### config.mk
export PLATFORM = sky130hd
export DESIGN_NAME = tr_track_ctrl
export DESIGN_NICKNAME = d
export VERILOG_FILES = /design/src/rtl/tr_track_ctrl.sv
export SDC_FILE = /design/constraint.sdc
export NUM_CORES = 1
export LEC_CHECK = 0
export CAP_MARGIN = 5
export CORE_ASPECT_RATIO = 0.8
export CORE_MARGIN = 2
export CORE_UTILIZATION = 40
export DETAILED_ROUTE_END_ITERATION = 8
export GPL_TIMING_DRIVEN = 0
export SYNTH_ARGS = -nofsm -noshare
export SYNTH_HDL_FRONTEND = slang
export SYNTH_SLANG_ARGS = --single-unit
### constraint.sdc
create_clock -name clk -period 4.75 [get_ports clk]
set_input_delay 1.1875 -clock clk [delete_from_list [all_inputs] [get_ports clk]]
set_output_delay 1.1875 -clock clk [all_outputs]
set_load 0.05 [all_outputs]
### src/rtl/tr_track_ctrl.sv
// Closed-loop stepper tracking controller: classifies ADC error into dead/slow/fast zones
// and drives step/dir/enable with direction setup time, fixed pulse width and a position limit.
//
// state | meaning
// IDLE  | motor disabled, waiting for a registered slow/fast zone with tracking enabled
// SETUP | driver enabled, drv_dir loaded, waiting DIR_SETUP cycles before the first step edge
// RUN   | stepping, one pulse per latched period P
// FAULT | position limit reached, everything off until rst
module tr_track_ctrl #(
  parameter int W          = 12,
  parameter int PW         = 16,
  parameter int N_SLOW     = 1000,
  parameter int N_FAST     = 200,
  parameter int PULSE_W    = 10,
  parameter int DIR_SETUP  = 20,
  parameter int CNTW       = 16,
  parameter int STEP_LIMIT = 4096
) (
  input  logic            clk,
  input  logic            rst,
  input  logic            data_valid,
  input  logic            tr_mode_enable,
  input  logic [W-1:0]    x,
  input  logic [W-1:0]    x0,
  input  logic [W-1:0]    dx1,
  input  logic [W-1:0]    dx2,
  output logic            drv_step,
  output logic            drv_dir,
  output logic            drv_enable_SM,
  output logic            led,
  output logic            fault,
  output logic [PW-1:0]   N,
  output logic [CNTW-1:0] position
);

  localparam logic [1:0] S_IDLE  = 2'd0;
  localparam logic [1:0] S_SETUP = 2'd1;
  localparam logic [1:0] S_RUN   = 2'd2;
  localparam logic [1:0] S_FAULT = 2'd3;

  localparam logic [1:0] Z_DEAD = 2'd0;
  localparam logic [1:0] Z_SLOW = 2'd1;
  localparam logic [1:0] Z_FAST = 2'd2;

  localparam int SW = $clog2(DIR_SETUP + 1);
  localparam logic [SW-1:0] SETUP_LD = SW'(DIR_SETUP - 1);
  localparam logic [PW-1:0] PW_HIGH  = PW'(PULSE_W);
  localparam logic [PW-1:0] PW_LAST  = PW'(PULSE_W - 1);

  if (!(PULSE_W >= 1 && PULSE_W < N_FAST && N_FAST <= N_SLOW && (N_SLOW >> PW) == 0 &&
        DIR_SETUP >= 1 && STEP_LIMIT >= 1 && (STEP_LIMIT >> (CNTW - 1)) == 0)) begin : g_bad_params
    $error("tr_track_ctrl: illegal parameter combination");
  end

  logic [1:0]      state;
  logic [1:0]      zone_q;
  logic            tdir_q;
  logic [PW-1:0]   per_cnt;
  logic [PW-1:0]   p_lat;
  logic [SW-1:0]   setup_cnt;
  logic [CNTW-1:0] pos_q;

  logic [W:0]      err;
  logic [W:0]      err_abs;
  logic [1:0]      zone_in;
  logic            tdir_in;
  logic [PW-1:0]   p_next;
  logic [CNTW-1:0] pos_abs;
  logic [CNTW-1:0] pos_step;
  logic            lim;

  assign err     = {1'b0, x} - {1'b0, x0};
  assign err_abs = err[W] ? ({(W+1){1'b0}} - err) : err;
  assign tdir_in = (x > x0);

  // Dead zone is tested first so it wins when dx1 > dx2.
  always_comb begin
    zone_in = Z_FAST;
    if (err_abs <= {1'b0, dx1})      zone_in = Z_DEAD;
    else if (err_abs <= {1'b0, dx2}) zone_in = Z_SLOW;
  end

  assign p_next   = (zone_q == Z_FAST) ? PW'(N_FAST) : PW'(N_SLOW);
  assign pos_abs  = pos_q[CNTW-1] ? ({CNTW{1'b0}} - pos_q) : pos_q;
  assign lim      = ({1'b0, pos_abs} >= (CNTW+1)'(STEP_LIMIT));
  assign pos_step = drv_dir ? (pos_q + CNTW'(1)) : (pos_q - CNTW'(1));

  always_ff @(posedge clk or posedge rst) begin
    if (rst) begin
      state     <= S_IDLE;
      zone_q    <= Z_DEAD;
      tdir_q    <= 1'b0;
      drv_dir   <= 1'b0;
      per_cnt   <= '0;
      p_lat     <= '0;
      setup_cnt <= '0;
      pos_q     <= '0;
    end else begin
      if (data_valid && tr_mode_enable) begin
        zone_q <= zone_in;
        tdir_q <= tdir_in;
      end
      case (state)
        S_IDLE: begin
          if (tr_mode_enable && zone_q != Z_DEAD) begin
            state     <= S_SETUP;
            drv_dir   <= tdir_q;
            setup_cnt <= SETUP_LD;
          end
        end
        S_SETUP: begin
          if (setup_cnt != '0) begin
            setup_cnt <= setup_cnt - SW'(1);
          end else if (!tr_mode_enable || zone_q == Z_DEAD) begin
            state <= S_IDLE;
          end else if (tdir_q != drv_dir) begin
            drv_dir   <= tdir_q;
            setup_cnt <= SETUP_LD;
          end else begin
            state   <= S_RUN;
            per_cnt <= '0;
            p_lat   <= p_next;
            pos_q   <= pos_step;
          end
        end
        S_RUN: begin
          // Fault and enable-drop exits wait for the last high cycle so no pulse is cut short.
          if (lim && per_cnt == PW_LAST) begin
            state <= S_FAULT;
          end else if (!tr_mode_enable && per_cnt >= PW_LAST) begin
            state <= S_IDLE;
          end else if (per_cnt == p_lat - PW'(1)) begin
            if (zone_q == Z_DEAD) begin
              state <= S_IDLE;
            end else if (tdir_q != drv_dir) begin
              state     <= S_SETUP;
              drv_dir   <= tdir_q;
              setup_cnt <= SETUP_LD;
            end else begin
              per_cnt <= '0;
              p_lat   <= p_next;
              pos_q   <= pos_step;
            end
          end else begin
            per_cnt <= per_cnt + PW'(1);
          end
        end
        S_FAULT: ;
        default: state <= S_IDLE;
      endcase
    end
  end

  assign drv_step      = (state == S_RUN) && (per_cnt < PW_HIGH);
  assign drv_enable_SM = (state == S_SETUP) || (state == S_RUN);
  assign fault         = (state == S_FAULT);
  assign N             = (state == S_RUN) ? p_lat : '0;
  assign led           = !rst && tr_mode_enable && (zone_q == Z_DEAD) && (state != S_FAULT);
  assign position      = pos_q;

endmodule

# Word level (Yosys, flattened, before mapping)
# Index checks and enable logic that the tools add are counted.
op_classes:
  n_addsub: 8
  n_lt_le_gt_ge: 6
  n_eq_ne: 20
  mux: 59
  reduce_logical: 23
op_table:
  columns: ["cell", "count"]
  rows:
  - ["16-bit two-way mux", 24]
  - ["16-bit case mux with 2 select lines", 3]
  - ["5-bit two-way mux", 8]
  - ["16-bit by 1-bit adder with 16-bit output, second input constant", 2]
  - ["16-bit by 1-bit subtractor with 16-bit output, second input constant", 2]
  - ["13-bit by 12-bit <= comparator with 1-bit output", 2]
  - ["2-bit two-way mux", 11]
  - ["16-bit equality test", 1]
  - ["16-bit by 4-bit equality test with 1-bit output, second input constant", 1]
  - ["16-bit by 13-bit greater-or-equal comparator with 1-bit output, second input constant", 1]
  - ["16-bit by 4-bit greater-or-equal comparator with 1-bit output, second input constant", 1]
  - ["16-bit by 4-bit less-than comparator with 1-bit output, second input constant", 1]
  - ["2-bit inequality test, second input constant", 8]
  - ["1-bit by 16-bit subtractor with 16-bit output, first input constant", 1]
  - ["5-bit case mux with 3 select lines", 1]
  - ["7-bit AND reduction", 2]
  - ["13-bit two-way mux", 1]
  - ["1-bit by 13-bit subtractor with 13-bit output, first input constant", 1]
  - ["12-bit by 12-bit subtractor with 13-bit output", 1]
  - ["12-bit greater-than comparator", 1]
  - ["6-bit AND reduction", 2]
  - ["10-bit two-way mux", 1]
  - ["3-bit inequality test, second input constant", 3]
  - ["1-bit logical AND", 8]
  - ["16 further kinds", 29]
totals:
  register_bits: 59
  input_bits: 52
  out_inout_bits: 37
  elab_cells: 124

# Longest topological paths before layout
logic_depth:
  ltp_word: 8
  ltp_mapped: 20
  mapped_depth_nobuf: 20

# Worst setup path before layout
# No wires, ideal clock.
synth_timing:
  path_type: "input to register"
  start: "input x[0]"
  end: "register zone_q[0]"
  setup_ns: 0.124
  t_arrival_ns: 4.530
  required_time_ns: 4.626
  path_slack_ns: 0.097
  path_stages: 20
  path_buffers: 0
  cell_sequence: "inv_1 ha_1 fa_1 nor2b_1 o22a_1 xor2_1 or2_2 nor3_1 and3b_1 nor2_1 xnor2_1 ha_1 a21o_1 a21o_1 a21o_1 a21oi_1 a211o_1 a21oi_1 a22o_1 o31a_1"
synth_between:
  elab_chain_cells: 6
  word_cells_on_any_way: 7
  cone_classes: "2 x add/sub; 2 x order compare; 3 x mux"
synth_lines:
  columns: ["element", "line", "source"]
  rows:
  - ["start: declaration", "23", "input logic [W-1:0] x,"]
  - ["12-bit by 12-bit subtractor with 13-bit output *", "72", "assign err = {1'b0, x} - {1'b0, x0};"]
  - ["1-bit by 13-bit subtractor with 13-bit output", "73", "assign err_abs = err[W] ? ({(W+1){1'b0}} - err) : err;"]
  - ["13-bit two-way mux *", "73", null]
  - ["13-bit by 12-bit <= comparator with 1-bit output", "80", "else if (err_abs <= {1'b0, dx2}) zone_in = Z_SLOW;"]
  - ["2-bit two-way mux", "80", null]
  - ["2-bit two-way mux *", "79", "if (err_abs <= {1'b0, dx1}) zone_in = Z_DEAD;"]
  - ["end signal: assignment", "100", "zone_q <= zone_in;"]
  - ["end: declaration", "56", "logic [1:0] zone_q;"]
# Every way passes the cells marked *; elsewhere a longest branch is shown, timed or not.
# A chain may end at the register's enable or synchronous reset.

# Worst setup path in the final report
layout_timing:
  start: "input x0[6]"
  end: "register zone_q[1]"
layout_between:
  elab_chain_cells: 6
  word_cells_on_any_way: 7
  cone_classes: "2 x add/sub; 2 x order compare; 3 x mux"
layout_lines:
  columns: ["element", "line", "source"]
  rows:
  - ["start: declaration", "24", "input logic [W-1:0] x0,"]
  - ["12-bit by 12-bit subtractor with 13-bit output *", "72", null]
  - ["1-bit by 13-bit subtractor with 13-bit output", "73", null]
  - ["13-bit two-way mux *", "73", null]
  - ["13-bit by 12-bit <= comparator with 1-bit output", "80", null]
  - ["2-bit two-way mux", "80", null]
  - ["2-bit two-way mux *", "79", null]
# Marked as above.

==> impl_metrics.csv <==
group,metric,value,unit
floorplan,row_count,35,
floorplan,start_util,41.61,%
worst_setup_path,r2r_cells,9,
route,wl,13370,um
grt,globalRouteMet2Util,34.02,%
final_layout,layout.nets,827,
logic_synthesis,synth.avg_cell_area,8.287,um^2
placement,gp_congestion,0.8977,
logic_synthesis,yosysUniqueCellTypes,67,
route,drc,0,
floorplan,top_level_ports,89,
sta,setup_slack,146.1,ps
worst_setup_path,ff2ff_setup_slack,1440,ps
clock_tree,clockBufferDepth,2,
sta,skew,7.440,ps
final_layout,mostFrequentLayoutCells,"clkdlybuf4s50_1 (66), inv_1 (56), ha_1 (50)",
final_layout,drive_above_1_share,21.77,%
grt,grt.overflow.total,0,
logic_synthesis,netlist_instances,587,
logic_synthesis,synth-seq-cells,45,
clock_tree,cts_tree,"done",
worst_setup_path,cpLargestDelayFamily,"simple AND/OR/NAND/NOR gates",
worst_setup_path,cpPeakStageDelay,550,ps
worst_setup_path,r2r_end,"position[14]",
clock_tree,numCtsBuffers,5,
clock_tree,hold_buffers,0,
grt,grt_pass1_vias,4441,
sta,max_slew_margin,56.92,%
grt,grt_use_met1,25.46,%
logic_synthesis,async_reset_ff_share,100.0,%
placement,port_buffers,78,
worst_setup_path,cp_slowest_cell,"or4b_4",
flow_run,max_cap_violations,0,
clock_tree,clkLatencyLatePin,300,ps
worst_setup_path,cp_common_cell,"ha_4",
final_layout,n_antenna_cell,0,
worst_setup_path,crit_type,"in2reg",
clock_tree,clk_root_buffer_cell,"clkbuf_16",
placement,place_area,5884,um^2
placement,place_ws,-802.4,ps
worst_setup_path,worstPathRequired,4920,ps
logic_synthesis,synth_flop_cell,"dfrtp_1",
grt,grt.busiest_layer,"met2",
grt,grt_util_met3,2.802,%
route,avgRoutedWirePerCell,15.54,um
power_and_ir_drop,power,0.003542,W
route,first_iter_violations,276,
logic_synthesis,synth_edf_count,0,
power_and_ir_drop,power_density,525.3,nW/um^2
worst_setup_path,critPathMaxFanout,5,
floorplan,dieArea,13060,um^2
min_path,hold-path-endpoint,"per_cnt[15]",
floorplan,die_h,102.6,um
logic_synthesis,ys_seq_area_share,23.15,%
logic_synthesis,synth_warnings,0,
sta,final-max-slew-violation-count,0,
min_path,hold_path_depth,1,
grt,grt_usage,19.46,%
route,postRouteAntennaNets,0,
worst_setup_path,arrival,4770,ps
worst_setup_path,crit_chain,"clkdlybuf4s50_1 > inv_1 > ha_4 > or2_2 > a21oi_2 > a31oi_2 > or4b_4 > nand3_4 > nor2_2 > o21bai_4 > xor2_4 > ha_4 > nand2_2 > or4_4 > o221ai_4 > a211oi_2 > a21oi_1 > o31ai_1",
power_and_ir_drop,p_leak,3.080,nW
worst_setup_path,path_buf_inv,2,
route,vias,4734,
sta,setup_viol,0,
floorplan,fp.dieW,127.3,um
sta,clock.fmax,217.2,MHz
worst_setup_path,startpoint_type,"input port",
placement,hpwlAfterDp,9909,um
min_path,hold_start,"per_cnt[15]",
route,avgViaCountPerCell,5.505,
final_layout,area_growth,38.61,%
sta,hold_violations,0,
final_layout,fin_area,6743,um^2
power_and_ir_drop,irDropWorstVdd,0.2811,mV
grt,grt_max_degree,32,
sta,fin_crit_sh,96.92,%
grt,antenna_found_initial,0,
clock_tree,cts.htree.levels,2,
route,dr.pass1.iters,4,
clock_tree,clk_pin_slew,60,ps
floorplan,coreArea,11690,um^2
grt,grt_pass1_wl,20690,um
worst_setup_path,rr_startpoint,"drv_dir",
sta,tightest_slew,645.5,ps
min_path,holdCritPathClass,"reg2reg",
logic_synthesis,syn_area,4865,um^2
final_layout,final_common_cell,"clkdlybuf4s50_1",
sta,fin_crit,4604,ps
worst_setup_path,cp-end-kind,"flop",
outcome,run_status,"completed",
clock_tree,clock_sinks,45,
[how the worst max path moves through the flow]
stage | start | endpoint | slack, ps | cells after the start
floorplan | x[0] | zone_q[0] | 100 | 20
global placement | x[0] | zone_q[0] | -740 | 21
detailed placement | x[0] | zone_q[0] | -800 | 21
CTS | x0[3] | zone_q[1] | 0.9 | 17
global route | x0[9] | zone_q[1] | -30 | 20
finish | x0[6] | zone_q[1] | 150 | 18
[worst register-to-register path: stages (launching register included)]
cell and delay [ps]:
dfrtp_1 490, inv_1 370, fa_1 590, a211o_1 330
a21oi_1 180, o21ai_0 160, a221o_1 370, o41ai_1 340
xnor2_1 110, mux2_2 270
[power breakdown]
part / internal [W] / total [W] / switching [W]
logic: 0.00111 / 0.00253 / 0.00141
registers: 0.000504 / 0.000654 / 0.000151
clock network: 0.000196 / 0.000359 / 0.000163
[per-stage QoR]
step	utilization (%)	TNS, ps	hold slack (ps)	instances
6_report	57.67	0	514.9	860
5_1_grt	57.67	-37.99	548.1	860
4_1_cts	53.40	0	516.4	841
3_5_place_dp	50.33	-1554	503.4	823
3_3_place_gp	50.16	-1407	503.2	822
2_1_floorplan	-	0	471.8	596
[cell usage after synthesis (11+ instances only)]
cell      count  area, um^2
nand2b_1     11       68.82
ha_1         62       775.7
xor2_1       13       113.9
nand3_1      14       70.07
dfrtp_1      45        1126
o21ai_0      49       245.2
xnor2_1      22       192.7
a21o_1       20       150.1
mux2_2       12       135.1
buf_4        15       112.6
a21oi_1      28       140.1
inv_1        63       236.5
nand2_1      32       120.1
and3_1       11       68.82
nor3_1       13       65.06
nor2_1       43       161.4
[layout make-up]
| class | count | area [um^2] |
|---|---|---|
| Timing Repair Buffer | 108 | 1037 |
| Clock inverter | 3 | 21.27 |
| Fill cell | 1025 | 4950 |
| Tap cell | 148 | 185.2 |
| Clock buffer | 5 | 125.1 |
| Inverter | 63 | 236.5 |
| Sequential cell | 45 | 1126 |
| Multi-Input combinational cell | 462 | 3807 |
| Buffer | 26 | 203.9 |
[layer usage]
metal | vias up | share of wire [%]
met5 | - | 0
met4 | 0 | 1.4
met3 | 15 | 3.5
met2 | 120 | 48
met1 | 2262 | 47
li1 | 2337 | -
[registers in the layout, summed over array words and instances (netlist names)]
signal     flops
zone_q         2
state          2
tdir_q         1
per_cnt       16
setup_cnt      5
p_lat          2
position      16
drv_dir        1
[cells by family after synthesis]
logic type,count (synthesis),share of synthesized area (%)
AOI/OAI and AO/OA,171,23.28
and+or+nand+nor,169,18.47
buffers and inverters,89,8.976
adders and majority gates,64,16.77
DFF,45,23.15
xor gates and xnor gates,35,6.301
muxes,13,2.984
other,1,0.07709
[what timing repair did]
| action | in CTS | in global routing |
|---|---|---|
| gates resized for setup | 31 | 78 |
| buffers inserted | 10 | 20 |
| pin swaps | 20 | 38 |
| endpoints found under the setup margin | 2 | 2 |
Power figures use the tool's default switching activity.
